<file path="src/rtl/axis_keep_check.sv">
// Combinational tkeep helper: byte count of a beat and a check that the set
// bits form one contiguous run starting at bit 0.
module axis_keep_check #(
  parameter int KEEP_WIDTH = 64,
  parameter int CNT_W      = $clog2(KEEP_WIDTH + 1)
) (
  input  logic [KEEP_WIDTH-1:0] keep,
  output logic [CNT_W-1:0]      byte_cnt,
  output logic                  contiguous
);

  logic [KEEP_WIDTH-1:0] keep_inc;

  // A low run of ones is the only pattern where +1 clears every set bit.
  assign keep_inc   = keep + KEEP_WIDTH'(1);
  assign contiguous = ((keep & keep_inc) == '0);

  always_comb begin
    byte_cnt = '0;
    for (int i = 0; i < KEEP_WIDTH; i++) begin
      byte_cnt = byte_cnt + CNT_W'(keep[i]);
    end
  end

endmodule

</file>
<file path="config.mk">
export PLATFORM = sky130hd
export DESIGN_NAME = axis_keep_check
export DESIGN_NICKNAME = d
export VERILOG_FILES = /design/src/rtl/axis_keep_check.sv
export SDC_FILE = /design/constraint.sdc
export NUM_CORES = 1
export LEC_CHECK = 0
export ABC_AREA = 1
export ABC_CLOCK_PERIOD_IN_PS = 11200
export CORE_MARGIN = 3
export CORE_UTILIZATION = 50
export DETAILED_ROUTE_END_ITERATION = 6
export GPL_ROUTABILITY_DRIVEN = 1
export GPL_TIMING_DRIVEN = 0
export PLACE_DENSITY = 0.82
export SLEW_MARGIN = 30
export SYNTH_ARGS = -nofsm -noshare
export SYNTH_HDL_FRONTEND = slang
export SYNTH_SLANG_ARGS = --single-unit
</file>
<file path="constraint.sdc">
create_clock -name vclk -period 11.2
set_clock_uncertainty 0.2 [all_clocks]
set_input_delay 2.8 -clock vclk [all_inputs]
set_output_delay 2.8 -clock vclk [all_outputs]
set_load 0.02 [all_outputs]
</file>
* After elaboration in Yosys (flattened, before gate mapping)
Cells that the tools add are included.
** Word-level totals
- Register bits :: 0
- Output and inout bits :: 8
- Word-level logic and storage cells :: 66
** Operators by class
- $add $sub $neg :: 64
- Bitwise operators :: 1
- Reductions and logical operators :: 1
** Operators by type and width (number)
- $add 7x1->7 :: 57
- $add 64x1->64 const B :: 1
- $and 64x64->64 :: 1
- $logic_not 64->1 :: 1
- $add 6x1->7 :: 1
- $add 5x1->6 :: 1
- $add 4x1->5 :: 1
- $add 3x1->4 :: 1
- $add 2x1->3 :: 1
- $add 1x1->2 :: 1

* Depth between registers and ports, before layout
Gate-level depths: netlist of run 1.
- Depth in word-level cells :: 63
- Mapped depth :: 24
- Mapped depth without buffers :: 24

* Least setup slack after synthesis of run 1
OpenSTA, ideal clock, no wires.
- Path type :: input -> output
- From :: in keep[35]
- To :: out byte_cnt[5]
- Arrival :: 8281 ps
- Required time :: 8200 ps
- Path slack :: -81 ps
- Stages on the path :: 22
- Path buffers :: 0
- Cell sequence :: inv_1 -> fa_1 -> inv_1 -> fa_1 -> fa_1 -> inv_1 -> fa_1 -> inv_1 -> fa_1 -> fa_1 -> fa_1 -> inv_1 -> fa_1 -> inv_1 -> ha_1 -> nand3_1 -> and2_1 -> inv_1 -> a21oi_1 -> nor2_1 -> nor2_1 -> xor2_1
** On the way
- Longest elaborated chain between the ends :: 29
** RTL lines
- start, declared :: RTL line 7 : input logic [KEEP_WIDTH-1:0] keep,
- $add 7x1->7 (29 in series) :: RTL line 21 : byte_cnt = byte_cnt + CNT_W'(keep[i]);
- end, declared :: RTL line 8 : output logic [CNT_W-1:0] byte_cnt,
Every way passes these cells.

* Final worst setup path of run 1
- From :: in keep[35]
- To :: out byte_cnt[6]
The elaborated chain is that of the path after synthesis.

==> summary.json, run 1 <==
{
  "status": {
    "outcome": "finished, violations left",
    "violations": "setup timing"
  },
  "detailed_routing": {
    "drcViolationCount": 0,
    "drt_iter0_drc": 298,
    "detailroute.via_count": 4018,
    "first_pass_iters": 5,
    "viasPerCell": 5.32,
    "antenna_violating_nets_post_route": 0,
    "post_drt_wl_per_cell_um": 16.6,
    "total_wirelength_of_the_detailed_routed_design_um": 12500
  },
  "place": {
    "post_dp_cell_area_mm2": 0.00425,
    "detailed_place_hpwl_um": 11000,
    "placed_cells": 747,
    "gpl.final_weighted_congestion": 1.04,
    "numPortBuffers": 72
  },
  "worst_setup_path": {
    "timing.critical_path.from_type": "input port",
    "critical_path_class": "in2out",
    "cp.arrival_ps": 8340,
    "worstPathRequired_ps": 8200,
    "worstPathMaxFanout": 2,
    "worstSetupEndpointType": "output port"
  },
  "floorplanning": {
    "dieArea_mm2": 0.00789,
    "die_x_um": 88.8,
    "chipHeight_um": 88.8,
    "core.rowCount": 29,
    "io_pins": 72,
    "area_of_the_core_mm2": 0.00649,
    "initial_utilization_pct": 52.8
  },
  "synth": {
    "syn_avg_cell_area_um2": 5.74,
    "post-synth-top-area-fraction_pct": 31.5,
    "syn_inst": 598,
    "synth.largest_area_cell": "fa_1",
    "yosys.cell_types.count": 21,
    "synth.yosys.warnings": 0,
    "synth.cell_area_mm2": 0.00343,
    "synthesis.nets": 733,
    "yosys-top-cells-area": "fa_1 (32%), nand2_1 (21%), nor2_1 (16%)",
    "seq_area_frac_synth_pct": 0
  },
  "cells_and_area": {
    "fin_nets": 815,
    "multi_input_area_mm2": 0.00305,
    "finalNonFillerCells": 755,
    "area.growth.synth_to_final_pct": 25.2,
    "post-route-cell-area_mm2": 0.00430,
    "final_util_pct": 66.1,
    "layout.clock_buffers": 0,
    "antenna_cells": 0,
    "layout.sequential_cells": 0,
    "final_layout_size_suffix_gt1_share_pct": 17.7,
    "final.fill_count": 605,
    "mostFrequentLayoutCell": "nand2_1",
    "most-common-layout-cells": "nand2_1 (189), nor2_1 (141), inv_1 (92)",
    "ff_latch_area_um2": 0
  },
  "global_route": {
    "grt_max_degree": 8,
    "first_global_vias": 4086,
    "grt_antenna_before_repair": 0,
    "grtUsageTotal_pct": 33.2,
    "grt_pass1_wl_um": 19800,
    "global_route.overflow_total": 0
  },
  "worst_hold_path": {
    "timing.hold.worst.class": "in2out"
  },
  "timing": {
    "slew_viol_final": 0,
    "finalWorstSetupSlack_ps": -144,
    "final_period_minus_worst_setup_slack_ps": 11340,
    "setup_viol_count_final": 4,
    "max_clock_freq_mhz": 88.1,
    "finalSetupTns_ps": -317,
    "rsz0062_at_grt": "yes",
    "timing_worst_slew_pin_value_ps": 301,
    "slew-limit-headroom_pct": 79.9,
    "final.period_utilization_pct": 101,
    "final-hold-violation-count": 0
  },
  "clock_tree": {
    "holdBufCountCts": 0
  },
  "flow_run": {
    "max_cap_violations": 0
  }
}
==> Yosys cell counts, drive strengths merged <==
library cell and instances:
inv 126, or2 1, o21bai 1, xor2 2
nand3 22, nor2 153, a21oi 6, nand2 195
and2 1, nand4 4, xnor2 2, o21ai 12
ha 17, nand3b 2, fa 54
==> area by class of cell <==
cell class / instances / area share, %
multi-input cells: 472 / 71.0
repair buffers: 80 / 15.7
inverters: 126 / 11.1
well taps: 77 / 2.24
==> per-layer routing <==
metal	vias to the layer above	GRT usage [%]	wire, µm
met4	0	8.38	396
li1	1899	-	-
met5	-	0	0
met2	236	54.3	5950
met1	1841	45.3	4860
met3	42	6.33	1300
==> timing repair <==
item	4_1_cts	5_1_grt
pin swaps	36	41
endpoints found under the hold margin	0	0
endpoints found under the setup margin	7	7
setup buffers	4	4
gates resized for setup	177	53
==> path summary, 6_finish.rpt <==
check | from | end | depth (start not counted) | slack (ps)
min | keep[41] | contiguous | 5 | 6280
max | keep[35] | byte_cnt[6] | 22 | -140
==> cell families (layout without fill, tap and decap cells) <==
kind of cell,count (synthesis),count (layout),synth area share [%]
adders and majority gates,71,71,37.7
AOI/OAI and AO/OA,19,19,2.85
buffers and inverters,126,206,13.8
and+or+nand+nor,378,378,44.6
xor gates and xnor gates,4,4,1.02
==> critical path, stage by stage <==
cell      delay [ps]
buf_8             80
inv_4             30
fa_1             550
inv_2             50
fa_2             530
inv_2             50
fa_1             500
inv_1             60
fa_2             520
inv_2             40
fa_2             520
fa_1             430
fa_1             510
fa_1             430
inv_2             80
ha_4             140
inv_2             40
fa_2             400
o21ai_2          190
a21oi_1           90
o21bai_1         160
buf_4            170
==> metrics by stage <==
stage	worst slack, ps	hold WS (ps)
5_1_grt	-337	6310
3_5_place_dp	-1370	6700
6_report	-144	6280
3_3_place_gp	-1260	6680
4_1_cts	-201	6270
2_1_floorplan	13.9	5600
Power of run 1 is not shown: default switching activity piles up to over one toggle a cycle in this logic, so the estimate is an artifact.
==> inputs of run 2 (changes only) <==
- MAX_ROUTING_LAYER: not set -> met4
==> summary.json, run 2 (synthesized netlist as in run 1, its figures left out) <==
{
  "timing": {
    "final.period_utilization_pct": 102,
    "slew-limit-headroom_pct": 74.7,
    "rsz0062_at_grt": "yes",
    "slew_viol_final": 0,
    "finalWorstSetupSlack_ps": -210,
    "final-hold-violation-count": 0,
    "final_period_minus_worst_setup_slack_ps": 11410,
    "finalSetupTns_ps": -438,
    "timing_worst_slew_pin_value_ps": 378,
    "max_clock_freq_mhz": 87.6,
    "setup_viol_count_final": 4
  },
  "global_route": {
    "grtUsageTotal_pct": 33.7,
    "first_global_vias": 3970,
    "grt_max_degree": 8,
    "grt_pass1_wl_um": 19500,
    "grt_antenna_before_repair": 0,
    "global_route.overflow_total": 0
  },
  "cells_and_area": {
    "most-common-layout-cells": "nand2_1 (189), nor2_1 (140), inv_1 (92)",
    "area.growth.synth_to_final_pct": 27.7,
    "fin_nets": 818,
    "post-route-cell-area_mm2": 0.00438,
    "ff_latch_area_um2": 0,
    "multi_input_area_mm2": 0.00307,
    "layout.clock_buffers": 0,
    "mostFrequentLayoutCell": "nand2_1",
    "final.fill_count": 588,
    "antenna_cells": 0,
    "layout.sequential_cells": 0,
    "final_layout_size_suffix_gt1_share_pct": 18.2
  },
  "worst_setup_path": {
    "worstPathRequired_ps": 8200,
    "timing.critical_path.from_type": "input port",
    "worstSetupEndpointType": "output port",
    "critical_path_class": "in2out",
    "cp.arrival_ps": 8410,
    "worstPathMaxFanout": 3
  },
  "flow_run": {
    "max_cap_violations": 0
  },
  "status": {
    "violations": "setup timing",
    "outcome": "finished, violations left"
  },
  "floorplanning": {
    "core.rowCount": 29,
    "area_of_the_core_mm2": 0.00649,
    "die_x_um": 88.8,
    "initial_utilization_pct": 52.8,
    "io_pins": 72,
    "dieArea_mm2": 0.00789,
    "chipHeight_um": 88.8
  },
  "worst_hold_path": {
    "timing.hold.worst.class": "in2out"
  },
  "detailed_routing": {
    "detailroute.via_count": 4085,
    "first_pass_iters": 5,
    "drt_iter0_drc": 431,
    "antenna_violating_nets_post_route": 0,
    "post_drt_wl_per_cell_um": 16.6,
    "total_wirelength_of_the_detailed_routed_design_um": 12600,
    "viasPerCell": 5.39,
    "drcViolationCount": 0
  },
  "place": {
    "post_dp_cell_area_mm2": 0.00425,
    "detailed_place_hpwl_um": 11100,
    "gpl.final_weighted_congestion": 1.09,
    "numPortBuffers": 72
  }
}
-- run 2: changes by cell type in the layout (fill, tap and decap cells not counted), moves of 2 or more --
cell           change
clkbuf_2           +3
buf_6              +2
inv_2              -5
buf_8              +3
dlygate4sd2_1      +2
buf_2              -5
inv_4              +5
-- run 2: critical path, cell delays in order --
cell     delay (ps)
buf_8            80
inv_4            30
fa_1            530
inv_1            50
fa_2            350
fa_1            560
inv_2            50
fa_1            570
inv_2            50
fa_1            560
fa_2            460
fa_1            490
inv_1            50
fa_1            510
inv_2            60
ha_4            160
a21oi_2         170
and2_4          180
inv_2            30
a21oi_2         140
nor2_2           50
nor2_2          170
xor2_2          160
buf_6           130
-- run 2: cell type report --
cell class | instances | area share, %
inverters | 126 | 11.1
multi-input cells | 472 | 70.1
well taps | 77 | 2.20
repair buffers | 83 | 16.6
-- run 2: final timing paths --
check	from	end	slack (ps)	cells past startpoint
setup / recovery	keep[51]	byte_cnt[5]	-210	24
hold / removal	keep[41]	contiguous	6290	5
-- run 2: routing by layer --
metal	part of all wire, %	vias up	routed length, µm	GRT usage, %
li1	-	1921	-	-
met1	38	1882	4800	43.7
met2	47	248	5940	54.6
met3	11	34	1430	7.08
met4	3.5	0	438	7.01
met5	0	-	0	-
-- run 2: through the flow --
step	hold slack, ps	util, %	instances	setup WS (ps)
global route	6330	67.4	758	-370
detailed placement	6750	65.5	747	-1400
finish	6290	67.4	758	-210
global placement	6680	65.5	747	-1200
CTS	6290	66.8	755	-207
floorplan	5600	-	598	13.9
-- run 2: repair_timing --
item | 4_1_cts | 5_1_grt
hold buffers | 0 | 0
pin swaps | 38 | 38
setup endpoints to repair | 7 | 7
resized for setup | 174 | 72
setup buffers | 8 | 3
Power of run 2 is left out for the same reason.
